==> src/rtl/pipeline_trace_pkg.sv <==
// Shared state encoding and timestamp width for the pipeline trace buffer.
// Combinational definitions only; no latency or backpressure.
package pipeline_trace_pkg;

    localparam int TS_W = 16;

    typedef enum logic [1:0] {
        ST_IDLE  = 2'd0,
        ST_ARMED = 2'd1,
        ST_POST  = 2'd2,
        ST_DONE  = 2'd3
    } state_e;

endpackage

==> src/rtl/trace_ram.sv <==
// Trace storage, one write and one read port; read data registered, 1-cycle latency.
// No backpressure: writes and reads are accepted every cycle their enable is high.
module trace_ram #(
    parameter int WIDTH = 64,
    parameter int DEPTH = 16,
    localparam int AW   = $clog2(DEPTH)
) (
    input  logic             clk,
    input  logic             rst_n,
    input  logic             wr_en,
    input  logic [AW-1:0]    wr_addr,
    input  logic [WIDTH-1:0] wr_dat,
    input  logic             rd_en,
    input  logic [AW-1:0]    rd_addr,
    output logic [WIDTH-1:0] rd_dat
);

    logic [WIDTH-1:0] mem [DEPTH];
    logic [WIDTH-1:0] rd_dat_d;
    logic [WIDTH-1:0] rd_dat_q;

    // Array contents are deliberately left out of reset.
    always_ff @(posedge clk) begin
        if (wr_en) begin
            mem[wr_addr] <= wr_dat;
        end
    end

    always_comb begin
        rd_dat_d = rd_dat_q;
        if (rd_en) begin
            rd_dat_d = mem[rd_addr];
        end
    end

    always_ff @(posedge clk or negedge rst_n) begin
        if (!rst_n) begin
            rd_dat_q <= '0;
        end else begin
            rd_dat_q <= rd_dat_d;
        end
    end

    assign rd_dat = rd_dat_q;

endmodule

==> src/rtl/pipeline_trace_buffer.sv <==
// Triggered capture ring buffer with post-trigger window and oldest-first readout; reads return 1 cycle after rd_req.
// No backpressure: samples are dropped outside capture states; optional timestamps via PIPELINE_TRACE_TS_EN.
module pipeline_trace_buffer
    import pipeline_trace_pkg::*;
#(
    parameter int DATA_W    = 32,
    parameter int NUM_CH    = 2,
    parameter int DEPTH     = 16,
    parameter int POST_TRIG = 8
) (
    input  logic                       clk,
    input  logic                       reset,
    input  logic                       arm,
    input  logic [DATA_W-1:0]          trig_val,
    input  logic                       smp_valid,
    input  logic [NUM_CH*DATA_W-1:0]   smp_data,
    output logic [1:0]                 state,
    output logic                       done,
    output logic [$clog2(DEPTH):0]     count,
    input  logic                       rd_req,
    output logic                       rd_valid,
    output logic [NUM_CH*DATA_W-1:0]   rd_data
`ifdef PIPELINE_TRACE_TS_EN
    ,
    output logic [TS_W-1:0]            rd_ts
`endif
);

    localparam int AW    = $clog2(DEPTH);
    localparam int CW    = AW + 1;
    localparam int SMP_W = NUM_CH * DATA_W;
`ifdef PIPELINE_TRACE_TS_EN
    localparam int ENT_W = SMP_W + TS_W;
`else
    localparam int ENT_W = SMP_W;
`endif
    localparam logic [CW-1:0] FULL     = CW'(DEPTH);
    localparam logic [AW-1:0] POST_LDV = AW'(POST_TRIG);

    state_e        state_q, state_d;
    logic [CW-1:0] count_q, count_d;
    logic [AW-1:0] wr_ptr_q, wr_ptr_d;
    logic [AW-1:0] rd_ptr_q, rd_ptr_d;
    logic [AW-1:0] post_cnt_q, post_cnt_d;
    logic          rd_valid_q, rd_valid_d;
    logic          wr_en, rd_en, trig_hit;
    logic [ENT_W-1:0] ram_wr_dat, ram_rd_dat;

    assign trig_hit = (smp_data[DATA_W-1:0] == trig_val);

    always_comb begin
        state_d    = state_q;
        count_d    = count_q;
        wr_ptr_d   = wr_ptr_q;
        rd_ptr_d   = rd_ptr_q;
        post_cnt_d = post_cnt_q;
        rd_valid_d = 1'b0;
        wr_en      = 1'b0;
        rd_en      = 1'b0;
        // arm wins over any capture or readout activity in the same cycle
        if (arm) begin
            state_d    = ST_ARMED;
            count_d    = '0;
            wr_ptr_d   = '0;
            rd_ptr_d   = '0;
            post_cnt_d = '0;
        end else begin
            case (state_q)
                ST_ARMED, ST_POST: begin
                    if (smp_valid) begin
                        wr_en    = 1'b1;
                        wr_ptr_d = wr_ptr_q + AW'(1);
                        if (count_q == FULL) begin
                            rd_ptr_d = rd_ptr_q + AW'(1);
                        end else begin
                            count_d = count_q + CW'(1);
                        end
                        if (state_q == ST_ARMED) begin
                            if (trig_hit) begin
                                if (POST_TRIG > 0) begin
                                    state_d    = ST_POST;
                                    post_cnt_d = POST_LDV;
                                end else begin
                                    state_d = ST_DONE;
                                end
                            end
                        end else begin
                            post_cnt_d = post_cnt_q - AW'(1);
                            if (post_cnt_q == AW'(1)) begin
                                state_d = ST_DONE;
                            end
                        end
                    end
                end
                ST_DONE: begin
                    if (rd_req && (count_q != '0)) begin
                        rd_en      = 1'b1;
                        rd_valid_d = 1'b1;
                        rd_ptr_d   = rd_ptr_q + AW'(1);
                        count_d    = count_q - CW'(1);
                    end
                end
                default: ;
            endcase
        end
    end

    always_ff @(posedge clk or negedge reset) begin
        if (!reset) begin
            state_q    <= ST_IDLE;
            count_q    <= '0;
            wr_ptr_q   <= '0;
            rd_ptr_q   <= '0;
            post_cnt_q <= '0;
            rd_valid_q <= 1'b0;
        end else begin
            state_q    <= state_d;
            count_q    <= count_d;
            wr_ptr_q   <= wr_ptr_d;
            rd_ptr_q   <= rd_ptr_d;
            post_cnt_q <= post_cnt_d;
            rd_valid_q <= rd_valid_d;
        end
    end

`ifdef PIPELINE_TRACE_TS_EN
    logic [TS_W-1:0] ts_q, ts_d;

    always_comb begin
        ts_d = arm ? '0 : ts_q + TS_W'(1);
    end

    always_ff @(posedge clk or negedge reset) begin
        if (!reset) begin
            ts_q <= '0;
        end else begin
            ts_q <= ts_d;
        end
    end

    // Entry stores the counter value present at its write edge.
    assign ram_wr_dat = {ts_q, smp_data};
    assign rd_ts      = ram_rd_dat[ENT_W-1:SMP_W];
`else
    assign ram_wr_dat = smp_data;
`endif

    trace_ram #(
        .WIDTH (ENT_W),
        .DEPTH (DEPTH)
    ) u_ram (
        .clk     (clk),
        .rst_n   (reset),
        .wr_en   (wr_en),
        .wr_addr (wr_ptr_q),
        .wr_dat  (ram_wr_dat),
        .rd_en   (rd_en),
        .rd_addr (rd_ptr_q),
        .rd_dat  (ram_rd_dat)
    );

    assign state    = state_q;
    assign done     = (state_q == ST_DONE);
    assign count    = count_q;
    assign rd_valid = rd_valid_q;
    assign rd_data  = ram_rd_dat[SMP_W-1:0];

endmodule
==> config.mk <==
export PLATFORM = sky130hd
export DESIGN_NAME = pipeline_trace_buffer
export DESIGN_NICKNAME = d
export VERILOG_FILES = /design/src/rtl/pipeline_trace_pkg.sv /design/src/rtl/trace_ram.sv /design/src/rtl/pipeline_trace_buffer.sv
export SDC_FILE = /design/constraint.sdc
export NUM_CORES = 1
export LEC_CHECK = 0
export ABC_AREA = 1
export CORE_MARGIN = 2
export CORE_UTILIZATION = 60
export DETAILED_ROUTE_END_ITERATION = 10
export PLACE_DENSITY = 0.87
export SLEW_MARGIN = 10
export SYNTH_ARGS = -nofsm -noshare
export SYNTH_HDL_FRONTEND = slang
export SYNTH_HIERARCHICAL = 1
export SYNTH_SLANG_ARGS = --single-unit
==> constraint.sdc <==
create_clock -name clk -period 12.7 [get_ports clk]
set_clock_uncertainty 0.05 [all_clocks]
set_input_delay 3.81 -clock clk [delete_from_list [all_inputs] [get_ports clk]]
set_output_delay 3.81 -clock clk [all_outputs]
set_load 0.01 [all_outputs]
== Yosys cells after proc, flatten, opt, wreduce, memory -nomap -nowiden ==
Memories as Yosys holds them, arrays and structs flattened. A register that Yosys moved wholly into a read port is not among the register bits.
Cells that the tools add are included.
Widths: inputs -> output; s select.

* Output and inout port bits: 73
* Bits in writable memories: 1,024
* Register bits: 20
* Memories kept: 1

* Add/subtract/negate cells: 5
* Reduce and logical (&&, ||, !) cells: 13
* Multiplexer cells: 32
* Eq/ne operators: 11

{| class="wikitable"
|+ Memory list
! memory !! words !! width !! rd ports !! clocked after Yosys merged registers in !! write ports !! line !! source
|-
| u_ram.mem || 16 || 64 || 1 || 1 || 1 || trace_ram.sv:18 || <nowiki>logic [WIDTH-1:0] mem [DEPTH];</nowiki>
|}

{| class="wikitable"
|+ Operators by type and width
! operator !! count
|-
| $mux 4 || 12
|-
| $eq 32x32->1 || 1
|-
| $mux 5 || 4
|-
| $mux 2 || 6
|-
| $ne 3x3->1 const B || 4
|-
| $reduce_and 4->1 || 3
|-
| $pmux 5 s2 || 1
|-
| $add 4x1->4 const B || 2
|-
| $mux 1 || 8
|-
| $pmux 4 s2 || 1
|-
| $reduce_bool 3->1 || 2
|-
| $add 5x1->5 const B || 1
|-
| $eq 5x5->1 const B || 1
|-
| $reduce_bool 5->1 || 1
|-
| $sub 5x1->5 const B || 1
|-
| $eq 2x2->1 const B || 2
|-
| $eq 4x1->1 const B || 1
|-
| $reduce_bool 2->1 || 2
|-
| $sub 4x1->4 const B || 1
|-
| $ne 3x2->1 const B || 1
|-
| $reduce_and 3->1 || 1
|-
| $eq 2x1->1 const B || 1
|-
| $reduce_and 2->1 || 1
|-
| $reduce_or 2->1 || 1
|-
| other kinds (2) || 2
|}

== Longest topological paths before layout ==
* Depth after elaboration: 6
* Depth in mapped cells: 12

== Hierarchy ==
Netlist, hierarchy kept.

{| class="wikitable"
|+ Modules (own cells, without submodules)
! module !! area an instance (um^2) !! cells each !! seq. area each (um^2) !! times used
|-
| trace_ram || 43,564.3 || 3,648 || 32,351.0 || 1
|-
| pipeline_trace_buffer || 1,677.9 || 234 || 500.5 || 1
|}

== Worst setup path after synthesis ==
OpenSTA, ideal clock, no wires.

* Path kind: in2reg
* From: input arm
* To: memory u_ram.mem[12][0] (enable)
* Cell stages on the path: 5
* Arrival: 6.999 ns
* Path slack: 5.164 ns
* Cell sequence: nor2_1 -> nand2_1 -> inv_1 -> nand3_1 -> nor2_1

* Word-level cells in the longest chain between the ends: 3

{| class="wikitable"
|+ RTL lines
! item !! line !! source
|-
| start, declared || pipeline_trace_buffer.sv:13 || <nowiki>input logic arm,</nowiki>
|-
| $mux 1 || pipeline_trace_buffer.sv:61 || <nowiki>if (arm) begin</nowiki>
|-
| via wr_en || pipeline_trace_buffer.sv:46 || <nowiki>logic wr_en, rd_en, trig_hit;</nowiki>
|-
| $mux 1 || trace_ram.sv:24 || <nowiki>if (wr_en) begin</nowiki>
|-
| $mux 1 (not written as such) || trace_ram.sv:25 || <nowiki>mem[wr_addr] <= wr_dat;</nowiki>
|-
| end, declared || trace_ram.sv:18 ||
|}

The timed path passes the listed nets, and every way through them passes these cells.

== Worst setup path after layout ==
* From: input arm
* To: memory u_ram.mem[5][55] (enable)

The elaborated chain is that of the path after synthesis.

==> impl_metrics.json <==
{
  "outcome": "complete, no violations",
  "fillerInstances": 4625,
  "fin_nets": 4084,
  "critPathCapture": "u_ram/mem[5][55]$_DFFE_PP_",
  "vias_per_cell": 6.22,
  "r2r_start": "rd_ptr_q[0]$_DFFE_PN0P_",
  "startpoint_type": "primary input",
  "worstSetupEndpointType": "register",
  "clk_pin_slew_ps": 60,
  "die_h_um": 279,
  "ys_types": 38,
  "grt_max_degree": 328,
  "clk-insertion-delay-late_ps": 680,
  "fmax_mhz": 149,
  "totalNegativeSetupSlack_ps": 0,
  "yosysMostFrequentCell": "nand2_1",
  "antenna_found_initial": 2,
  "gp_congestion": 0.792,
  "timing.critical_path.slowest_cell_delay_ps": 800,
  "dr.pass1.iters": 9,
  "grt_pass1_wl_um": 175000,
  "synth_nets": 3993,
  "hold_violations": 0,
  "pin_count": 174,
  "required_ps": 12930,
  "synthCells": 3882,
  "crit_arrival_ps": 6940,
  "cp_slowest_cell": "nor2_4",
  "setup_viol": 0,
  "grt_overflow": 0,
  "hpwl_um": 56600,
  "synth_edf_count": 1024,
  "postCtsSetupBuffers": 0,
  "synth_seq_area_share_pct": 72.6,
  "cts.sinks": 1108,
  "drc": 0,
  "seq_area_um2": 32900,
  "cts_max_path_buffers": 3,
  "dieArea_um2": 77600,
  "r2r-end": "u_ram/rd_dat[46]$_DFFE_PN0P_",
  "clk_root_buffer_cell": "clkbuf_16",
  "synthTopCellsByArea": "edfxtp_1, nand2_1, nand3_1, dfrtp_1, buf_6",
  "die_w_um": 279,
  "area_delta_synth_final_pct": 12.0,
  "cap_viol_max_count": 0,
  "synthArstFlopShare_pct": 7.58,
  "synth_top_area_cell": "edfxtp_1",
  "ctsResizeCount": 0,
  "drt_iter0_markers": 4591,
  "drive_gt1_share_pct": 5.88,
  "synth_top_area_share_pct": 68.0,
  "netlist_area_um2": 45200,
  "dr_total_vias": 31300,
  "r2r_cells": 10,
  "yosys_warnings": 6,
  "grt_usage_pct": 29.4,
  "power_density_nw_per_um2": 207,
  "port_buffers": 173,
  "fp-row-count": 100,
  "finalCriticalPeriod_ps": 6710,
  "start_util_pct": 60.7,
  "slew_headroom_pct": 13.6,
  "dpl.cell_count": 4835,
  "avgSynthCellArea_um2": 11.7,
  "worst_pin_slew_ps": 1300,
  "layout.cells.non_filler": 5035,
  "holdBufCountCts": 0,
  "rsz0062_at_grt": "no",
  "ir_drop_mv": 0.191,
  "h-tree-depth": 3,
  "hold_path.class": "reg2reg",
  "multi_input_area_um2": 10900,
  "crit_start": "arm",
  "avgRoutedWirePerCell_um": 22.9,
  "period_share_pct": 52.8,
  "routed_wl_um": 116000,
  "reg2reg_slack_ps": 8610,
  "cts_buffers": 105,
  "first_global_vias": 30900,
  "worstPathMaxFanout": 43,
  "synthTopCellsByCount": "nand2_1, edfxtp_1, nand3_1",
  "drv_slew": 0,
  "ys_seq_elements": 1108,
  "ant_nets": 0,
  "power_leakage_nw": 18.9,
  "crit_chain": "clkdlybuf4s50_1, nor2_1, nand2_1, inv_1, nand3b_1, nor2_4, buf_4",
  "cts_tree": "yes",
  "worst-setup-path-type": "in2reg",
  "synthFlopType": "edfxtp_1",
  "core_area_um2": 74600
}
## layout make-up
class	count	share of cell area [%]
sequential	1108	64.8
multi-input combinational	2506	21.5
clock buffer	150	5.92
timing repair buffer	208	3.93
tap	969	2.39
clock inverter	48	1.08
inverter	44	0.383
antenna	2	0.00987
## per-layer routing
| metal | global-route usage [%] | routed length [um] |
|---|---|---|
| met1 | 38.5 | 40200 |
| met2 | 48.8 | 57100 |
| met3 | 4.72 | 13300 |
| met4 | 13.8 | 5020 |
| met5 | 0 | 0 |
## sequential cells by signal (all words and copies together) (netlist names)
register and cells:
rd_valid 1, u_ram/rd_dat 64, wr_ptr_q 4, post_cnt_q 4
state 2, rd_ptr_q 4, u_ram/mem 1024, count 5
## cells by family after synthesis
family,after synthesis,share of synthesized area (%)
XOR/XNOR,30,0.581
buffers and inverters,268,3.63
AND/OR/NAND/NOR,2440,22.5
AO/OA/AOI/OAI,26,0.368
flip-flops,1108,72.6
adder cells (fa/ha/maj),10,0.293
## power breakdown
group / internal [W] / switching (W) / leakage (nW) / total (W)
Sequential: 0.00418 / 0.000167 / 10.3 / 0.00435
Combinational: 0.000910 / 0.00204 / 6.89 / 0.00295
Clock: 0.00185 / 0.00135 / 1.74 / 0.00320
Total: 0.00694 / 0.00356 / 18.9 / 0.0105
## stage by stage
stage                     total power [W]  area [um^2]  hold WS, ps  setup WS [ps]  util [%]
after global routing               0.0109        50700          450           5940      68.0
after CTS                          0.0104        50700          431           6080      68.0
after floorplan                   0.00646        45200          426           5160         -
after detailed placement          0.00722        47100          414           5400      63.2
final                              0.0105        50700          428           5990      68.0
after global placement            0.00711        47100          412           5520      63.2
## layout by cell type, fill, tap and decap left out, types with 2 or more instances in the layout
master / instances
clkinv_4: 2
bufinv_16: 10
inv_16: 2
nor2_1: 15
inv_8: 2
edfxtp_1: 1024
clkinv_8: 2
clkbuf_8: 16
buf_4: 36
o21ai_2: 3
nand3b_1: 2
clkdlybuf4s50_1: 172
nand3_1: 777
o21ai_1: 2
diode_2: 2
clkbuf_16: 107
nand3_4: 2
clkinv_1: 8
clkbuf_1: 27
a21oi_1: 6
o22ai_2: 2
dfrtp_4: 4
inv_1: 35
dfrtp_1: 80
nand4_1: 3
inv_2: 4
inv_6: 2
o31ai_1: 2
xnor2_1: 27
xor2_1: 3
ha_1: 9
nand2_1: 1619
nor2_4: 16
o21ai_0: 9
clkinvlp_4: 3
clkinv_2: 21
## how the worst min path moves through the flow
| stage | to | from | depth (start not counted) |
|---|---|---|---|
| after floorplan | post_cnt_q[3]$_DFFE_PN0P_ | post_cnt_q[3]$_DFFE_PN0P_ | 2 |
| after global placement | u_ram/rd_dat[36]$_DFFE_PN0P_ | u_ram/rd_dat[36]$_DFFE_PN0P_ | 2 |
| after detailed placement | u_ram/rd_dat[22]$_DFFE_PN0P_ | u_ram/rd_dat[22]$_DFFE_PN0P_ | 2 |
| after CTS | u_ram/rd_dat[22]$_DFFE_PN0P_ | u_ram/rd_dat[22]$_DFFE_PN0P_ | 2 |
| after global routing | u_ram/rd_dat[60]$_DFFE_PN0P_ | u_ram/rd_dat[60]$_DFFE_PN0P_ | 2 |
| final | u_ram/rd_dat[2]$_DFFE_PN0P_ | u_ram/rd_dat[2]$_DFFE_PN0P_ | 2 |
## critical path: cells and delay by family
family	cells	cell delay, ps
buffers and inverters	3	1530
AND/OR/NAND/NOR	4	1530
(Power assumes the default switching activity.)
